===== config.mk =====
export PLATFORM = sky130hd
export DESIGN_NAME = sram32_arbiter
export DESIGN_NICKNAME = d
export VERILOG_FILES = /design/src/rtl/sram32_arb_pkg.sv /design/src/rtl/sram32_rr_pick.sv /design/src/rtl/sram32_arbiter.sv
export SDC_FILE = /design/constraint.sdc
export NUM_CORES = 1
export LEC_CHECK = 0
export BUFFER_PORTS_ARGS = -buffer_cell sky130_fd_sc_hd__clkbuf_2
export CAP_MARGIN = 20
export CELL_PAD_IN_SITES_DETAIL_PLACEMENT = 1
export CELL_PAD_IN_SITES_GLOBAL_PLACEMENT = 2
export CORE_ASPECT_RATIO = 1.4
export CORE_MARGIN = 2
export CORE_UTILIZATION = 14
export CTS_CLUSTER_DIAMETER = 200
export DETAILED_ROUTE_END_ITERATION = 8
export PLACE_DENSITY = 0.93
export SLEW_MARGIN = 15
export SYNTH_ARGS = -nofsm -noshare
export SYNTH_HDL_FRONTEND = slang
export SYNTH_HIERARCHICAL = 1
export SYNTH_SLANG_ARGS = --single-unit

===== constraint.sdc =====
create_clock -name clk -period 3.2 [get_ports clk]
set_input_delay 0.48 -clock clk [delete_from_list [all_inputs] [get_ports clk]]
set_output_delay 0.48 -clock clk [all_outputs]
set_load 0.005 [all_outputs]

===== src/rtl/sram32_arb_pkg.sv =====
// Shared types and helpers for the sram32 arbiter.
// Index width is sized for the widest supported port count (4).
package sram32_arb_pkg;

  typedef enum logic {ST_IDLE = 1'b0, ST_OWN = 1'b1} state_e;

  localparam int unsigned NP_MAX = 4;
  localparam int unsigned IW     = (NP_MAX > 2) ? 2 : 1;

  // Round-robin search starting at owner+1; the old owner is tried last.
  function automatic logic [IW-1:0] rr_next(input logic [IW-1:0]     owner,
                                            input logic [NP_MAX-1:0] req,
                                            input int unsigned       np);
    logic [IW-1:0] res;
    logic          found;
    int unsigned   cand;
    res   = owner;
    found = 1'b0;
    for (int unsigned k = 1; k <= NP_MAX; k++) begin
      cand = (32'(owner) + k) % np;
      if (!found && (k <= np) && req[cand[IW-1:0]]) begin
        res   = cand[IW-1:0];
        found = 1'b1;
      end
    end
    return res;
  endfunction

endpackage


===== src/rtl/sram32_rr_pick.sv =====
// Combinational round-robin picker: request vector and last owner in,
// winner index and one-hot grant out (one-hot is zero when nothing requests).
module sram32_rr_pick
  import sram32_arb_pkg::*;
#(
  parameter int unsigned NP = 2
) (
  input  logic [NP-1:0] req,
  input  logic [IW-1:0] owner,
  output logic [NP-1:0] onehot,
  output logic [IW-1:0] idx
);

  logic [NP_MAX-1:0] req_x;

  assign req_x = NP_MAX'(req);
  assign idx   = rr_next(owner, req_x, NP);

  for (genvar i = 0; i < NP; i++) begin : g_oh
    assign onehot[i] = (|req) && (idx == IW'(i));
  end

endmodule


===== src/rtl/sram32_arbiter.sv =====
// Round-robin arbiter with per-owner burst limit in front of one sram32 macro.
// Optional SRAM_ARB_LOCK_EN lets an owner hold the grant via req_lock.
module sram32_arbiter
  import sram32_arb_pkg::*;
#(
  parameter int unsigned AW        = 10,
  parameter int unsigned NP        = 2,
  parameter int unsigned MAX_BURST = 4
) (
  input  logic             clk,
  input  logic             rst_n,
  input  logic [NP-1:0]    req,
  input  logic [NP*4-1:0]  req_we,
  input  logic [NP*AW-1:0] req_addr,
  input  logic [NP*32-1:0] req_wdata,
  input  logic [NP-1:0]    req_lock,
  output logic [NP-1:0]    gnt,
  output logic [NP-1:0]    rvalid,
  output logic [31:0]      rdata,
  output logic             sram_cs,
  output logic [3:0]       sram_we,
  output logic [AW-1:0]    sram_a,
  output logic [31:0]      sram_di,
  input  logic [31:0]      sram_do
);

  localparam int unsigned BW = (MAX_BURST > 1) ? $clog2(MAX_BURST) : 1;

  state_e          state_q, state_d;
  logic [IW-1:0]   owner_q, owner_d;
  logic [BW-1:0]   burst_q, burst_d;
  logic            rd_pend_q, rd_pend_d;
  logic [IW-1:0]   rd_port_q, rd_port_d;

  logic [NP_MAX-1:0] req_x;
  logic [3:0]        we_a   [NP_MAX];
  logic [AW-1:0]     addr_a [NP_MAX];
  logic [31:0]       wd_a   [NP_MAX];

  logic            any_req, own_ok, stay, lock_hold, keep;
  logic [IW-1:0]   pick_idx, win;
  logic [NP-1:0]   pick_oh;

  // Unpack per-port fields; requests are masked while reset is held.
  for (genvar i = 0; i < NP_MAX; i++) begin : g_port
    if (i < NP) begin : g_used
      assign req_x[i]  = req[i] & rst_n;
      assign we_a[i]   = req_we[4*i +: 4];
      assign addr_a[i] = req_addr[AW*i +: AW];
      assign wd_a[i]   = req_wdata[32*i +: 32];
    end else begin : g_pad
      assign req_x[i]  = 1'b0;
      assign we_a[i]   = 4'h0;
      assign addr_a[i] = '0;
      assign wd_a[i]   = '0;
    end
  end

  sram32_rr_pick #(.NP(NP)) u_pick (
    .req    (req_x[NP-1:0]),
    .owner  (owner_q),
    .onehot (pick_oh),
    .idx    (pick_idx)
  );

  assign any_req = |req_x;
  assign own_ok  = (state_q == ST_OWN) && req_x[owner_q];
  assign stay    = own_ok && (MAX_BURST > 1) && ((32'(burst_q) + 32'd1) < MAX_BURST);

`ifdef SRAM_ARB_LOCK_EN
  logic [NP_MAX-1:0] lock_x;
  logic              lock_q, lock_d;

  assign lock_x    = NP_MAX'(req_lock);
  assign lock_hold = own_ok && lock_q;
`else
  logic unused_lock;

  assign unused_lock = ^req_lock;
  assign lock_hold   = 1'b0;
`endif

  assign keep = lock_hold || stay;
  assign win  = keep ? owner_q : pick_idx;

  for (genvar i = 0; i < NP; i++) begin : g_out
    assign gnt[i]    = keep ? (owner_q == IW'(i)) : pick_oh[i];
    assign rvalid[i] = rd_pend_q && (rd_port_q == IW'(i));
  end

  assign sram_cs = any_req;
  assign sram_we = any_req ? we_a[win] : 4'h0;
  assign sram_a  = addr_a[win];
  assign sram_di = wd_a[win];
  assign rdata   = sram_do;

  // Next-state: owner tracking, burst counting and read-return bookkeeping.
  always_comb begin
    state_d   = state_q;
    owner_d   = owner_q;
    burst_d   = burst_q;
    rd_pend_d = 1'b0;
    rd_port_d = rd_port_q;
`ifdef SRAM_ARB_LOCK_EN
    lock_d    = 1'b0;
`endif
    if (any_req) begin
      state_d   = ST_OWN;
      owner_d   = win;
      rd_pend_d = (we_a[win] == 4'h0);
      rd_port_d = win;
      if ((state_q == ST_OWN) && (win == owner_q)) begin
        if ((32'(burst_q) + 32'd1) < MAX_BURST) burst_d = burst_q + BW'(1);
      end else begin
        burst_d = '0;
      end
`ifdef SRAM_ARB_LOCK_EN
      lock_d = lock_x[win];
`endif
    end else begin
      state_d = ST_IDLE;
      burst_d = '0;
    end
  end

  always_ff @(posedge clk) begin
    if (!rst_n) begin
      state_q   <= ST_IDLE;
      owner_q   <= IW'(NP - 1);
      burst_q   <= '0;
      rd_pend_q <= 1'b0;
      rd_port_q <= '0;
`ifdef SRAM_ARB_LOCK_EN
      lock_q    <= 1'b0;
`endif
    end else begin
      state_q   <= state_d;
      owner_q   <= owner_d;
      burst_q   <= burst_d;
      rd_pend_q <= rd_pend_d;
      rd_port_q <= rd_port_d;
`ifdef SRAM_ARB_LOCK_EN
      lock_q    <= lock_d;
`endif
    end
  end

endmodule

==> impl_metrics.toml, run 1 <==
[placement]
io_buffers = 146
place_area_mm2 = 0.00244
gp_congestion = 0.814
hpwl_um = 5980

[sta]
fmaxAchievable_mhz = 339
tns_ns = 0
fin_skew_ns = 0.000300
tightest_slew_ns = 0.563
rsz0062_at_grt = "no"
setup_viol = 0
period_share_pct = 92.2
min_period_ns = 2.95
slew_violations = 0
relSlewSlack_pct = 62.4
final-hold-violation-count = 0

[drt]
wire_per_inst_um = 12.9
final_antenna_net_count = 0
route.detailed.drc = 0
finalWirelength_um = 7240
firstDrtPassIters = 4
vias = 2417
viasPerCell = 4.32
drtIter0Drc = 27

[grt]
antenna_found_initial = 0
grt_max_degree = 47
grt_pass1_wl_um = 11500
grt_usage_pct = 9.73
overflow = 0
grt_pass1_vias = 2464

[power]
seqPwrFrac_pct = 14.1
clkPwrFrac_pct = 31.6
ir_worst_vdd_v = 0.000259
p_leak_nw = 1.35
combPwrFrac_pct = 54.3
power.density_mw_per_mm2 = 272
p_int_mw = 0.429
total_power_mw = 0.685
switchingPower_mw = 0.257
switching_share_pct = 37.5

[status]
outcome = "completed"

[setup_path]
worstPathRequired_ns = 2.72
setup.worst_path.start_class = "flip-flop"
arrival_ns = 2.47
critical_path.endpoint_type = "primary output"
worstRegToRegCells = 6
crit_fanout = 45
worstSetupPathType = "reg2out"

[synth]
ys_warn_count = 6
syn_area_mm2 = 0.00183
yosysSeqAreaShare_pct = 7.68
synth_cells = 304
syn_avg_cell_area_um2 = 6.00
synth_top_area_cell = "or3_1"
synth_cell_types = 31
syn_nets = 435
synth.top_cell.area_share_pct = 15.1
synth_area_leaders = "or3_1, a21oi_1, o21ai_0"
ys_ff_latch = 7

[floorplan]
core.rowCount = 49
start_util_pct = 14.2
die_area_mm2 = 0.0140
ios = 213
die_h_um = 139
die_w_um = 101
core_mm2 = 0.0128

[clock_network]
postCtsSetupBuffers = 0
clock_sinks = 7
clkTransAtPathRegs_ns = 0.04
max-clock-path-buffers = 2
cts_made_buffers = 3
cts_tree = "done"
cts-resized-gates = 0
clkLatencyLatePin_ns = 0.23
ctsHoldBuffers = 0
cts_root_buf = "clkbuf_16"
htree_levels = 1

[final_layout]
drive_above_1_share_pct = 39.9
nets = 538
design_area_mm2 = 0.00252
areaGrowthSynthToFinish_pct = 38.1
antenna_cells = 0

[run]
maxCapViolCount = 0

[hold_path]
hold_path_depth = 2
hold_class = "reg2reg"
-- placed cells by master (no fill, tap or decap), types with 2 or more instances in the layout --
cell and n:
clkbuf_2 146, inv_1 51, a21oi_1 49, o21ai_0 48
or3_1 44, nor2_1 9, buf_4 8, dfxtp_1 7
nand2_1 6, and2_1 4, mux2i_1 4, clkbuf_16 3
a21oi_4 2, mux2_2 2, nand3_1 2, nor3b_1 2
a21boi_0 2, o21a_1 2, o311a_1 2
-- cells in the mapped netlist (all sizes together) --
master and number:
inv 51, o21a 2, nor2 9, a21oi 51
mux2i 5, clkbuf 8, buf 48, mux2 2
dfxtp 7, xor2 1, a21boi 2, and3b 1
xnor2 1, o21ai 49, o311a 2, o2111ai 1
ha 1, o211ai 1, or3 44, nand2 6
nor4 1, and4bb 1, nand3 2, and2 4
o31a 1, nor3b 2, nand2b 1
-- sequential cells by signal (all words and copies together) (netlist names) --
register,cells
burst_q,2
owner_q,2
rd_pend_q,1
state_q,1
rd_port_q,1
-- logic make-up after synthesis --
family	after synthesis	share of synthesized area, %
buffers and inverters	107	31.7
DFF	7	7.68
adders and majority gates	1	0.685
AOI/OAI and AO/OA	109	31.5
and+or+nand+nor	71	22.8
xor gates and xnor gates	2	0.960
muxes	7	4.66
-- power by group through the flow --
stage / Clock (mW) / Combinational, mW / Sequential (mW)
3_3_place_gp: 0 / 0.360 / 0.0979
3_5_place_dp: 0 / 0.377 / 0.0983
5_1_grt: 0.226 / 0.420 / 0.0979
4_1_cts: 0.218 / 0.379 / 0.0970
2_1_floorplan: 0 / 0.247 / 0.0951
6_report: 0.217 / 0.372 / 0.0970
-- metrics by stage --
stage,hold WS [ns],worst slack (ns),utilization (%),instances
4_1_cts,0.499,0.238,19.7,559
2_1_floorplan,0.462,0.537,-,304
3_3_place_gp,0.481,0.575,19.1,555
5_1_grt,0.535,0.0350,19.7,559
6_report,0.491,0.251,19.7,559
3_5_place_dp,0.494,0.444,19.1,555
-- final timing paths --
path | from | endpoint | slack, ns
worst min register to register | state_q | burst_q[1] | 0.49
worst max-delay path | burst_q[0] | sram_di[12] | 0.25
worst min-delay path | state_q | burst_q[1] | 0.49
worst max register to register | burst_q[0] | rd_pend_q | 0.90
-- critical path, cell delays in order (launching register included) --
cell and delay [ns]:
dfxtp_1 0.31, ha_1 0.24, and4bb_1 0.55, mux2i_4 0.30
buf_4 0.35, o21ai_0 0.15, a21oi_1 0.17, clkbuf_2 0.14
-- final cells by class --
cell class | instances | area [µm²]
clock buffers | 4 | 78.8
fillers | 1646 | 10300
inverters | 51 | 191
multi-input cells | 190 | 1130
flip-flops and latches | 7 | 140
well taps | 153 | 191
repair buffers | 154 | 791
-- layer usage --
metal  vias to the layer above  part of all wire (%)  GRT usage (%)
met5                         -                     0              0
met4                         0                   2.4           2.88
met3                        27                   5.6           1.11
met2                       117                    55           19.5
met1                      1086                    37           10.2
li1                       1187                     -              -
Note: power is estimated with default switching activity, not from simulation.
==> run 2: changes to the inputs <==
Settings changed: CAP_MARGIN 20 to unset, GPL_TIMING_DRIVEN set to 0, PLACE_DENSITY 0.93 to 0.85.
==> run 2 against run 1 <==
  * Via count increased by 13%
  * Setup slack worse by 0.015 ns
  * Sequential power shrank 2.5%
  * Final area increased by 23%
  * Final cell count is 16% higher
  * Non-clock buffer count increased by 89
  * Critical path depth is 4 higher
  * Combinational power up 32%
  * Clock power about the same
  * Register-to-register slack improved by 0.22 ns
  * Clock-buffer cell count did not move
  * Clock skew rose by 0.00081 ns
  * Highest routed layer unchanged
==> impl_metrics.toml, run 2 (synthesized netlist as in run 1, its figures left out) <==
[setup_path]
path_buf_inv = 6
worstSetupPathType = "reg2out"
timing.rr.end = "rd_pend_q"
cp_slowest_stage_delay_ns = 0.34
critical_path.endpoint_type = "primary output"
r2r-start = "burst_q[0]"
arrival_ns = 2.48
worstRegToRegCells = 9
worstPathRequired_ns = 2.72
setup.worst_path.start_class = "flip-flop"
worst_path_max_delay_cell = "dfxtp_1"
crit_path_cell_trace = "ha_1 > and4bb_1 > buf_6 > mux2i_4 > buf_4 > buf_4 > buf_4 > buf_6 > or3_1 > a21oi_1 > clkbuf_2"
worst-r2r-setup-slack_ns = 1.12
crit_fanout = 10
crit_family = "buffers and inverters"
path_common_cell = "buf_4"

[placement]
place_area_mm2 = 0.00291
gp_congestion = 0.833
io_buffers = 178
dp.cells = 635
hpwl_um = 7730

[sta]
setup_viol = 0
tns_ns = 0
final-hold-violation-count = 0
tightest_slew_ns = 0.507
hold-worst-slack_ns = 0.498
fmaxAchievable_mhz = 337
period_share_pct = 92.6
relSlewSlack_pct = 65.9
fin_skew_ns = 0.00111
rsz0062_at_grt = "no"
min_period_ns = 2.96
slew_violations = 0

[final_layout]
layout_common_cells = "clkbuf_2, inv_1, a21oi_1, o21ai_0, or3_1"
areaGrowthSynthToFinish_pct = 69.5
multi_input_area_mm2 = 0.00113
largest_registers = "burst_q (2), owner_q (2)"
antenna_cells = 0
final_common_cell = "clkbuf_2"
final_cells = 648
seqCellArea_um2 = 140
drive_above_1_share_pct = 49.5
final_core_util_pct = 24.1
design_area_mm2 = 0.00309
nets = 627
fillers = 1665

[power]
switching_share_pct = 36.8
ir_worst_vdd_v = 0.000279
power.density_mw_per_mm2 = 259
clkPwrFrac_pct = 26.7
switchingPower_mw = 0.295
seqPwrFrac_pct = 11.8
combPwrFrac_pct = 61.5
p_int_mw = 0.506
p_leak_nw = 1.74

[drt]
route.detailed.drc = 0
finalWirelength_um = 9020
final_antenna_net_count = 0
wire_per_inst_um = 13.9
drtIter0Drc = 48
vias = 2742
firstDrtPassIters = 4
viasPerCell = 4.23

[run]
maxCapViolCount = 0

[clock_network]
cts_root_buf = "clkbuf_16"
clkTransAtPathRegs_ns = 0.04
max-clock-path-buffers = 2
clock_sinks = 7
cts_made_buffers = 3
clkLatencyLatePin_ns = 0.23
htree_levels = 1
cts_tree = "done"

[hold_path]
min_to = "burst_q[1]"
hold_class = "reg2reg"
hold_path_depth = 2
hp-start = "state_q"

[grt]
grt_pass1_wl_um = 13700
overflow = 0
grt_max_degree = 11
grt_pass1_vias = 2801
grt_usage_pct = 12.0
antenna_found_initial = 0

[status]
outcome = "completed"

[floorplan]
core_mm2 = 0.0128
die_w_um = 101
ios = 213
start_util_pct = 14.2
die_area_mm2 = 0.0140
core.rowCount = 49
die_h_um = 139
-- run 2: cell types whose count changed in the layout (fill, tap and decap cells not counted), sizes merged --
cell    change
clkbuf     +40
buf        +49
-- run 2: per-layer routing --
metal | global-route usage [%] | part of all wire (%) | vias to the layer above
met5 | 0 | 0 | -
met3 | 1.31 | 6.2 | 12
met4 | 2.60 | 1.8 | 0
met2 | 23.5 | 53 | 129
met1 | 13.5 | 39 | 1227
li1 | - | - | 1374
-- run 2: worst max-delay path by stage --
stage                     startpoint  depth (start not counted)  slack (ns)           to
final                     burst_q[0]                         11        0.24   sram_di[6]
after global routing           rst_n                         10        0.04  sram_di[16]
after CTS                      rst_n                         10        0.11  sram_di[16]
after detailed placement       rst_n                          9       -0.89    sram_a[0]
after global placement         rst_n                          9       -0.86    sram_a[0]
after floorplan                rst_n                          7        0.54    sram_a[0]
-- run 2: what timing repair did --
| item | 4_1_cts | 5_1_grt |
|---|---|---|
| endpoints found under the setup margin | 45 | 19 |
| setup buffers | 9 | 0 |
| cloned | 0 | 0 |
| hold buffers | 0 | 0 |
| resized for setup | 5 | 2 |
-- run 2: power groups by stage --
stage / clock network (mW) / registers, mW / logic (mW)
2_1_floorplan: 0 / 0.0951 / 0.247
3_3_place_gp: 0 / 0.0955 / 0.460
3_5_place_dp: 0 / 0.0959 / 0.470
4_1_cts: 0.218 / 0.0946 / 0.502
5_1_grt: 0.225 / 0.0949 / 0.554
6_report: 0.214 / 0.0946 / 0.492
-- run 2: final cells by class --
cell class                      instances  area share [%]
Multi-Input combinational cell        190            36.6
Timing Repair Buffer                  187            31.4
Buffer                                 56            12.6
Inverter                               51            6.19
Tap cell                              153            6.19
Sequential cell                         7            4.53
Clock buffer                            4            2.55
-- run 2: per-stage QoR --
step | total power, mW | setup slack, ns
floorplan | 0.342 | 0.537
global placement | 0.556 | -0.861
detailed placement | 0.565 | -0.886
CTS | 0.815 | 0.114
global route | 0.873 | 0.0441
finish | 0.800 | 0.236
-- run 2: worst min-delay path, stage by stage (launching register included) --
cell and delay, ns:
dfxtp_1 0.30, o2111ai_1 0.09, nor2_1 0.05
